File: config.mk
export PLATFORM = sky130hd
export DESIGN_NAME = ac_motor_svm_dwell_flat
export DESIGN_NICKNAME = d
export VERILOG_FILES = /design/src/rtl/ac_motor_svm_dwell_if.sv /design/src/rtl/ac_motor_svm_dwell.sv /design/src/flat_wrapper.sv
export SDC_FILE = /design/constraint.sdc
export NUM_CORES = 2
export LEC_CHECK = 0
export BUFFER_PORTS_ARGS = -buffer_cell sky130_fd_sc_hd__buf_2
export CORE_ASPECT_RATIO = 1.2
export CORE_MARGIN = 4
export CORE_UTILIZATION = 45
export DETAILED_ROUTE_END_ITERATION = 10
export HOLD_SLACK_MARGIN = 0.02
export PLACE_DENSITY_LB_ADDON = 0.12
export SLEW_MARGIN = 10
export SYNTH_ARGS = -nofsm -noshare
export SYNTH_HDL_FRONTEND = slang
export SYNTH_SLANG_ARGS = --single-unit
File: constraint.sdc
create_clock -name CLK -period 11.4 [get_ports CLK]
set_clock_uncertainty 0.15 [all_clocks]
set_input_delay 1.71 -clock CLK [delete_from_list [all_inputs] [get_ports CLK]]
set_output_delay 1.71 -clock CLK [all_outputs]
set_load 0.02 [all_outputs]
File: src/rtl/ac_motor_svm_dwell_if.sv
// Request/result bundle between the sine generator, the dwell calculator and the PWM sequencer.
// master drives requests and consumes results; slave is the dwell calculator.
interface ac_motor_svm_dwell_if #(
  parameter int BITS = 12,
  parameter int TW   = 15
);
  logic            IN_VALID;
  logic            IN_READY;
  logic [BITS-1:0] U_STR;
  logic [BITS-1:0] SIN_POSITIVE;
  logic [BITS-1:0] SIN_NEGATIVE;
  logic [7:0]      ZSPLIT;
  logic [TW-1:0]   T_0;
  logic [TW-1:0]   T_1;
  logic [TW-1:0]   T_2;
  logic [TW-1:0]   T_7;
  logic            OUT_VALID;
  logic            SAT;

  modport master (
    output IN_VALID, U_STR, SIN_POSITIVE, SIN_NEGATIVE, ZSPLIT,
    input  IN_READY, T_0, T_1, T_2, T_7, OUT_VALID, SAT
  );

  modport slave (
    input  IN_VALID, U_STR, SIN_POSITIVE, SIN_NEGATIVE, ZSPLIT,
    output IN_READY, T_0, T_1, T_2, T_7, OUT_VALID, SAT
  );
endinterface

File: src/rtl/ac_motor_svm_dwell.sv
// Space-vector dwell times T_0/T_1/T_2/T_7 with proportional overmodulation limiting.
// 4 cycles to OUT_VALID, 4+TW when limited; IN_READY only in IDLE, requests are never queued.
module ac_motor_svm_dwell #(
  parameter int BITS   = 12,
  parameter int F_CLK  = 100000000,
  parameter int F_TAST = 5000,
  parameter int T_TAST = F_CLK / F_TAST,
  parameter int TW     = 15
) (
  input logic                CLK,
  input logic                RST,
  ac_motor_svm_dwell_if.slave bus
);

  localparam int PW = 2 * BITS;
  localparam int MW = TW + PW;
  localparam int CW = (TW > 1) ? $clog2(TW) : 1;
  localparam logic [TW-1:0] T_C = TW'(T_TAST);

  typedef enum logic [2:0] {IDLE, MUL, SCALE, CHECK, DIV, ZERO} state_t;

  state_t          state;
  logic [BITS-1:0] u_r, sn_r, sp_r;
  logic [7:0]      zs_r;
  logic [PW-1:0]   p1, p2;
  logic [TW-1:0]   t1, t2, tz;
  logic [TW:0]     s_r;
  logic            sat_r;
  logic [TW:0]     rem;
  logic [TW-1:0]   num_lo;
  logic [TW-1:0]   quo;
  logic [CW-1:0]   cnt;

  logic [MW-1:0]   sc1, sc2;
  logic [TW-1:0]   t1_sc, t2_sc;
  logic [TW:0]     s_c;
  logic [2*TW-1:0] num_c;
  logic [TW+1:0]   trial, diff;
  logic            ge;
  logic [TW:0]     rem_n;
  logic [TW-1:0]   q_n;
  logic [TW+7:0]   t7_prod;
  logic [TW-1:0]   t7_c;

  assign sc1   = MW'(T_C) * MW'(p1);
  assign sc2   = MW'(T_C) * MW'(p2);
  assign t1_sc = TW'(sc1 >> PW);
  assign t2_sc = TW'(sc2 >> PW);
  assign s_c   = {1'b0, t1} + {1'b0, t2};
  assign num_c = (2*TW)'(t1) * (2*TW)'(T_C);

  // One restoring step: the partial remainder is always below the divisor, so it fits in TW+1 bits.
  assign trial = {rem, num_lo[TW-1]};
  assign diff  = trial - {1'b0, s_r};
  assign ge    = (trial >= {1'b0, s_r});
  assign rem_n = ge ? (TW+1)'(diff) : (TW+1)'(trial);
  assign q_n   = {quo[TW-2:0], ge};

  assign t7_prod = (TW+8)'(tz) * (TW+8)'(zs_r);
  assign t7_c    = TW'(t7_prod >> 8);

  assign bus.IN_READY = (state == IDLE);

  always_ff @(posedge CLK or posedge RST) begin
    if (RST) begin
      state         <= IDLE;
      u_r           <= '0;
      sn_r          <= '0;
      sp_r          <= '0;
      zs_r          <= '0;
      p1            <= '0;
      p2            <= '0;
      t1            <= '0;
      t2            <= '0;
      tz            <= '0;
      s_r           <= '0;
      sat_r         <= 1'b0;
      rem           <= '0;
      num_lo        <= '0;
      quo           <= '0;
      cnt           <= '0;
      bus.T_0       <= '0;
      bus.T_1       <= '0;
      bus.T_2       <= '0;
      bus.T_7       <= '0;
      bus.OUT_VALID <= 1'b0;
      bus.SAT       <= 1'b0;
    end else begin
      bus.OUT_VALID <= 1'b0;
      case (state)
        IDLE: begin
          if (bus.IN_VALID) begin
            u_r   <= bus.U_STR;
            sn_r  <= bus.SIN_NEGATIVE;
            sp_r  <= bus.SIN_POSITIVE;
            zs_r  <= bus.ZSPLIT;
            state <= MUL;
          end
        end
        MUL: begin
          p1    <= PW'(u_r) * PW'(sn_r);
          p2    <= PW'(u_r) * PW'(sp_r);
          state <= SCALE;
        end
        SCALE: begin
          t1    <= t1_sc;
          t2    <= t2_sc;
          state <= CHECK;
        end
        CHECK: begin
          s_r <= s_c;
          cnt <= '0;
          quo <= '0;
          if (s_c <= {1'b0, T_C}) begin
            tz    <= T_C - s_c[TW-1:0];
            sat_r <= 1'b0;
            state <= ZERO;
          end else begin
            // Scale t1 so the active vectors fill the whole period; t2 takes the remainder.
            sat_r  <= 1'b1;
            rem    <= {1'b0, num_c[2*TW-1:TW]};
            num_lo <= num_c[TW-1:0];
            state  <= DIV;
          end
        end
        DIV: begin
          rem    <= rem_n;
          num_lo <= num_lo << 1;
          quo    <= q_n;
          cnt    <= cnt + CW'(1);
          if (cnt == CW'(TW - 1)) begin
            t1    <= q_n;
            t2    <= T_C - q_n;
            tz    <= '0;
            state <= ZERO;
          end
        end
        ZERO: begin
          bus.T_7       <= t7_c;
          bus.T_0       <= tz - t7_c;
          bus.T_1       <= t1;
          bus.T_2       <= t2;
          bus.SAT       <= sat_r;
          bus.OUT_VALID <= 1'b1;
          state         <= IDLE;
        end
        default: state <= IDLE;
      endcase
    end
  end

endmodule

File: src/flat_wrapper.sv
// flat-port wrapper written by rule: the top's interface ports become plain ports
module ac_motor_svm_dwell_flat 
#(
  parameter int BITS   = 12,
  parameter int F_CLK  = 100000000,
  parameter int F_TAST = 5000,
  parameter int T_TAST = F_CLK / F_TAST,
  parameter int TW     = 15
)
  (CLK, RST, bus_IN_VALID, bus_U_STR, bus_SIN_POSITIVE, bus_SIN_NEGATIVE, bus_ZSPLIT, bus_IN_READY, bus_T_0, bus_T_1, bus_T_2, bus_T_7, bus_OUT_VALID, bus_SAT);
  ac_motor_svm_dwell_if #(.BITS(BITS), .TW(TW)) bus_i ();
  input logic CLK;
  input logic RST;
  input wire logic [$bits(bus_i.IN_VALID)-1:0] bus_IN_VALID;
  input wire logic [$bits(bus_i.U_STR)-1:0] bus_U_STR;
  input wire logic [$bits(bus_i.SIN_POSITIVE)-1:0] bus_SIN_POSITIVE;
  input wire logic [$bits(bus_i.SIN_NEGATIVE)-1:0] bus_SIN_NEGATIVE;
  input wire logic [$bits(bus_i.ZSPLIT)-1:0] bus_ZSPLIT;
  output wire logic [$bits(bus_i.IN_READY)-1:0] bus_IN_READY;
  output wire logic [$bits(bus_i.T_0)-1:0] bus_T_0;
  output wire logic [$bits(bus_i.T_1)-1:0] bus_T_1;
  output wire logic [$bits(bus_i.T_2)-1:0] bus_T_2;
  output wire logic [$bits(bus_i.T_7)-1:0] bus_T_7;
  output wire logic [$bits(bus_i.OUT_VALID)-1:0] bus_OUT_VALID;
  output wire logic [$bits(bus_i.SAT)-1:0] bus_SAT;
  assign bus_i.IN_VALID = bus_IN_VALID;
  assign bus_i.U_STR = bus_U_STR;
  assign bus_i.SIN_POSITIVE = bus_SIN_POSITIVE;
  assign bus_i.SIN_NEGATIVE = bus_SIN_NEGATIVE;
  assign bus_i.ZSPLIT = bus_ZSPLIT;
  assign bus_IN_READY = bus_i.IN_READY;
  assign bus_T_0 = bus_i.T_0;
  assign bus_T_1 = bus_i.T_1;
  assign bus_T_2 = bus_i.T_2;
  assign bus_T_7 = bus_i.T_7;
  assign bus_OUT_VALID = bus_i.OUT_VALID;
  assign bus_SAT = bus_i.SAT;
  ac_motor_svm_dwell #(.BITS(BITS), .F_CLK(F_CLK), .F_TAST(F_TAST), .T_TAST(T_TAST), .TW(TW)) u_core (.CLK(CLK), .RST(RST), .bus(bus_i));
endmodule
# Yosys cells after proc, flatten, opt, wreduce, memory -nomap -nowiden
# Index checks and enable logic that the tools add are counted.
# word_totals
wordCells	74
out_inout_bits	63
reg_bits	268
# op_classes
n_reduce_logical	8
n_addsub	6
muxes	20
n_eq_ne	10
n_lt_le_gt_ge	2
multipliers	6
# op_table
cell	count
15-bit one-hot mux with 2 select lines	4
15-bit two-way mux	5
10-bit by 24-bit multiplier with 34-bit output, first input constant	2
12-bit by 12-bit multiplier with 24-bit output	2
16-bit two-way mux	2
16-bit one-hot mux with 2 select lines	1
15-bit subtractor, first input constant	2
14-bit one-hot mux with 2 select lines	1
15-bit by 10-bit multiplier with 25-bit output, second input constant	1
15-bit by 8-bit multiplier with 23-bit output	1
17-bit by 16-bit >= comparator with 1-bit output	1
15-bit by 15-bit adder with 16-bit output	1
16-bit by 15-bit less-or-equal comparator with 1-bit output, second input constant	1
16-bit subtractor	1
3-bit one-hot mux with 5 select lines	1
15-bit subtractor	1
4-bit one-hot mux with 2 select lines	1
2-bit AND reduction	4
3-bit by 2-bit == test with 1-bit output, second input constant	2
3-bit == test, second input constant	2
3-bit two-way mux	2
4-bit by 1-bit adder with 4-bit output, second input constant	1
4-bit == test, second input constant	1
2-bit by 1-bit != test with 1-bit output, second input constant	2
other kinds (6)	10

# Logic depth before layout (Yosys ltp)
# logic_depth
depth_word	4
mapped_depth	31
mapped_depth_nobuf	30

# Least setup slack after synthesis
# No wires, ideal clock.
# synth_timing
path_kind	reg2reg
from	reg u_core.tz[5]
to	reg u_core.bus.T_0[13]
n_path_buf	1
synth_period_minus_slack_ns	6.520
arrival_ns	6.241
setup_ns	0.129
required_time_ns	11.121
slack_ns	4.880
path_stages_with_launch	28
path_cell_list	dfrtp_1 > clkbuf_1 > and2_1 > fa_1 > fa_1 > fa_1 > inv_1 > fa_1 > inv_1 > ha_1 > o21ai_0 > o21bai_1 > a21o_1 > xnor2_1 > ha_1 > nor2b_1 > o21ai_0 > a21oi_1 > o21ai_0 > mux2i_1 > o32a_2 > a2111oi_2 > nor4_2 > a2111oi_4 > o31ai_1 > maj3_2 > xnor2_1 > o21ai_1
# synth_via
elab_chain_len	2
# synth_rtl
item	line	rtl
start: declaration	ac_motor_svm_dwell.sv:26	logic [TW-1:0] t1, t2, tz;
start signal: assignment	ac_motor_svm_dwell.sv:115	tz <= T_C - s_c[TW-1:0];
15-bit by 8-bit multiplier with 23-bit output	ac_motor_svm_dwell.sv:59	assign t7_prod = (TW+8)'(tz) * (TW+8)'(zs_r);
15-bit subtractor (*)	ac_motor_svm_dwell.sv:140	bus.T_0 <= tz - t7_c;
end signal: assignment	ac_motor_svm_dwell.sv:140	
end: declaration	ac_motor_svm_dwell_if.sv:27	output IN_READY, T_0, T_1, T_2, T_7, OUT_VALID, SAT
# Mark *: on every way between the ends. The rest lies on a longest branch, timed or not.
# A chain may end at the register's enable or synchronous reset.

# Worst setup path after layout
# Ends and elaborated chain as after synthesis.

==> impl_metrics.env <==
export IMPL_core_area_um2=76700
export IMPL_dp_hpwl_mm=63.4
export IMPL_final_cell_mix="inv_1, nand2_1, ha_1"
export IMPL_grtUsageTotal=0.199
export IMPL_maxSlewViolCount=0
export IMPL_place_ws_ps=4200
export IMPL_syn_to_final_growth_pct=7.79
export IMPL_drc=0
export IMPL_layout_min_cycle_time_ps=7230
export IMPL_routed_wl_mm=80.1
export IMPL_tns_ps=0
export IMPL_ios=110
export IMPL_grt_pass1_wl_mm=135
export IMPL_yosys_register_bits=263
export IMPL_synth_fa_ha_area_frac=0.410
export IMPL_firstDrtPassIters=5
export IMPL_synth_top_area_frac=0.245
export IMPL_synth_top_cell_by_area="fa_1"
export IMPL_yosys_warnings=0
export IMPL_drive_gt1_frac=0.0743
export IMPL_synth_xor_xnor_area_share=0.0343
export IMPL_synthSimpleGateAreaFrac=0.139
export IMPL_die_area_um2=82200
export IMPL_period_share=0.635
export IMPL_cts_hold_buf=0
export IMPL_r2r_slack_ps=4170
export IMPL_grt_pass1_vias=25798
export IMPL_worst_path_max_fanout=16
export IMPL_muxShareOfSynthArea=0.0244
export IMPL_r2r_end="u_core.bus.T_0[13]"
export IMPL_clkSlewWorstSetupHoldPaths_ps=60
export IMPL_initial_core_util=0.456
export IMPL_rsz0062_at_grt="false"
export IMPL_min_path_type="reg -> reg"
export IMPL_layout_nets=4850
export IMPL_utilization=0.491
export IMPL_grt_max_degree=164
export IMPL_cts_tree="done"
export IMPL_cts_root_buf="clkbuf_16"
export IMPL_status="finished clean"
export IMPL_numCtsBuffers=35
export IMPL_synth_top_cells_by_area="fa_1, dfrtp_1, ha_1"
export IMPL_end_kind="flop"
export IMPL_critPathLaunch="u_core.tz[5]"
export IMPL_syn_area_per_cell_um2=8.97
export IMPL_synth_compound_area_frac=0.0987
export IMPL_syn_inst=3894
export IMPL_slew_headroom=0.267
export IMPL_critPathLaunchType="flop"
export IMPL_drt_iter0_markers=1120
export IMPL_worstSkewPairLatency_ps=550
export IMPL_synth_edf_count=0
export IMPL_final_common_cell="inv_1"
export IMPL_synth_top_family_by_area="adder cells"
export IMPL_async_reset_ff_frac=1.00
export IMPL_ant_nets=0
export IMPL_ys_types=95
export IMPL_r2r_start="u_core.tz[5]"
export IMPL_die_w_um=262
export IMPL_endpoint="u_core.bus.T_0[13]"
export IMPL_cts_setup_buffers=0
export IMPL_numPortBuffers=109
export IMPL_syn_nets=4824
export IMPL_viasPerCell=5.04
export IMPL_vias=25002
export IMPL_antenna_found_initial=0
export IMPL_gr_total_overflow=0
export IMPL_n_antenna_cell=0
export IMPL_ys_flop_type="dfrtp_1"
export IMPL_worstSetupPathType="reg -> reg"
export IMPL_cap_violations=0
export IMPL_avgRoutedWirePerCell_um=16.1
export IMPL_cp_required_ps=11650
export IMPL_die_y_um=313
export IMPL_setup_violations=0
export IMPL_synth_seq_area_share=0.188
export IMPL_gp_congestion=0.861
export IMPL_placementRows=111
export IMPL_setup_slack_ps=4170
export IMPL_cts_max_path_buffers=3
export IMPL_worst_slew_pin_slew_ps=1100
export IMPL_r2r_cells=26
export IMPL_cts_sinks=263
export IMPL_fmax_ghz=0.138
export IMPL_ctsResizeCount=0
export IMPL_synth_area_um2=34900
export IMPL_hold_viol=0
export IMPL_cp_arrival_ps=7490
export IMPL_h_tree_depth=2
## cell usage after synthesis, types with 10 or more instances
cell	n
a211oi_1	18
a21o_1	46
a21oi_1	106
a22o_1	12
a31oi_1	19
and2_1	206
and3_1	16
buf_1	10
clkbuf_1	126
dfrtp_1	263
fa_1	428
ha_1	455
inv_1	832
mux2_2	50
mux2i_1	29
nand2_1	506
nand2b_1	25
nand3_1	34
nor2_1	110
nor2b_1	17
nor3_1	48
nor4_1	13
o211ai_1	17
o21a_1	13
o21ai_0	166
o21bai_1	18
o31ai_1	20
or3_1	12
xnor2_1	87
xor2_1	48
## logic make-up after synthesis
| kind of cell | after synthesis |
|---|---|
| xor+xnor | 136 |
| fa+ha+maj | 889 |
| mux | 79 |
| compound gates | 523 |
| flops | 263 |
| buf+inv | 976 |
| simple gates | 1028 |
## area by class of cell
cell class / instances / area (um^2)
clock buffers: 44 / 981
multi-input cells: 2655 / 24700
flip-flops and latches: 263 / 6580
inverters: 834 / 3140
clock inverters: 19 / 251
fillers: 7530 / 39000
well taps: 1017 / 1270
repair buffers: 131 / 723
## stage by stage
step	hold slack, ps	instances	cell area [um^2]
after floorplan	289	3894	34900
after global placement	305	4900	36400
after detailed placement	309	4900	36400
after CTS	323	4963	37700
after global routing	336	4963	37700
final	318	4963	37700
## critical path, cell delays in order, from the launching register on
cell	delay [ps]
dfrtp_1	750
and2_1	240
fa_1	450
fa_1	520
fa_1	500
inv_1	50
fa_1	470
inv_1	40
ha_1	310
o21ai_0	90
o21bai_1	280
a21o_1	210
xnor2_1	200
ha_1	280
nor2b_1	120
o21ai_0	200
a21oi_1	170
o21ai_0	190
mux2i_1	90
o32a_2	260
o41ai_1	480
nor4_2	110
a2111oi_4	270
o31ai_1	120
maj3_2	320
xnor2_1	140
o21ai_1	70
## metal layers
layer | global-route usage | vias up | wire length, um
li1 | - | 12352 | -
met1 | 0.263 | 12211 | 36400
met2 | 0.352 | 345 | 39500
met3 | 0.0223 | 94 | 2220
met4 | 0.0481 | 0 | 2020
met5 | 0 | - | 0
## state kept, by name, summed over array words and instances (netlist names), 10 cells and up
register	count
u_core.bus.T_0	15
u_core.bus.T_1	15
u_core.bus.T_2	15
u_core.bus.T_7	15
u_core.num_lo	10
u_core.p1	24
u_core.p2	24
u_core.quo	14
u_core.rem	16
u_core.s_r	16
u_core.sn_r	12
u_core.sp_r	12
u_core.t1	15
u_core.t2	15
u_core.tz	15
u_core.u_r	12
## worst min path at each step
stage / to / startpoint / cells past startpoint / slack [ps]
6_report: u_core.bus.T_1[0] / u_core.bus.T_1[0] / 2 / 320
5_1_grt: u_core.bus.T_1[5] / u_core.bus.T_1[5] / 2 / 340
4_1_cts: u_core.bus.T_2[14] / u_core.bus.T_2[14] / 2 / 320
3_5_place_dp: u_core.bus.T_1[2] / u_core.bus.T_1[2] / 2 / 310
3_3_place_gp: u_core.bus.T_1[0] / u_core.bus.T_1[0] / 2 / 310
2_1_floorplan: u_core.bus.SAT / u_core.sat_r / 2 / 290
Power is left out: the tool's default activity adds up to more than one toggle a clock period on the data nets, which glitch-free logic cannot reach.
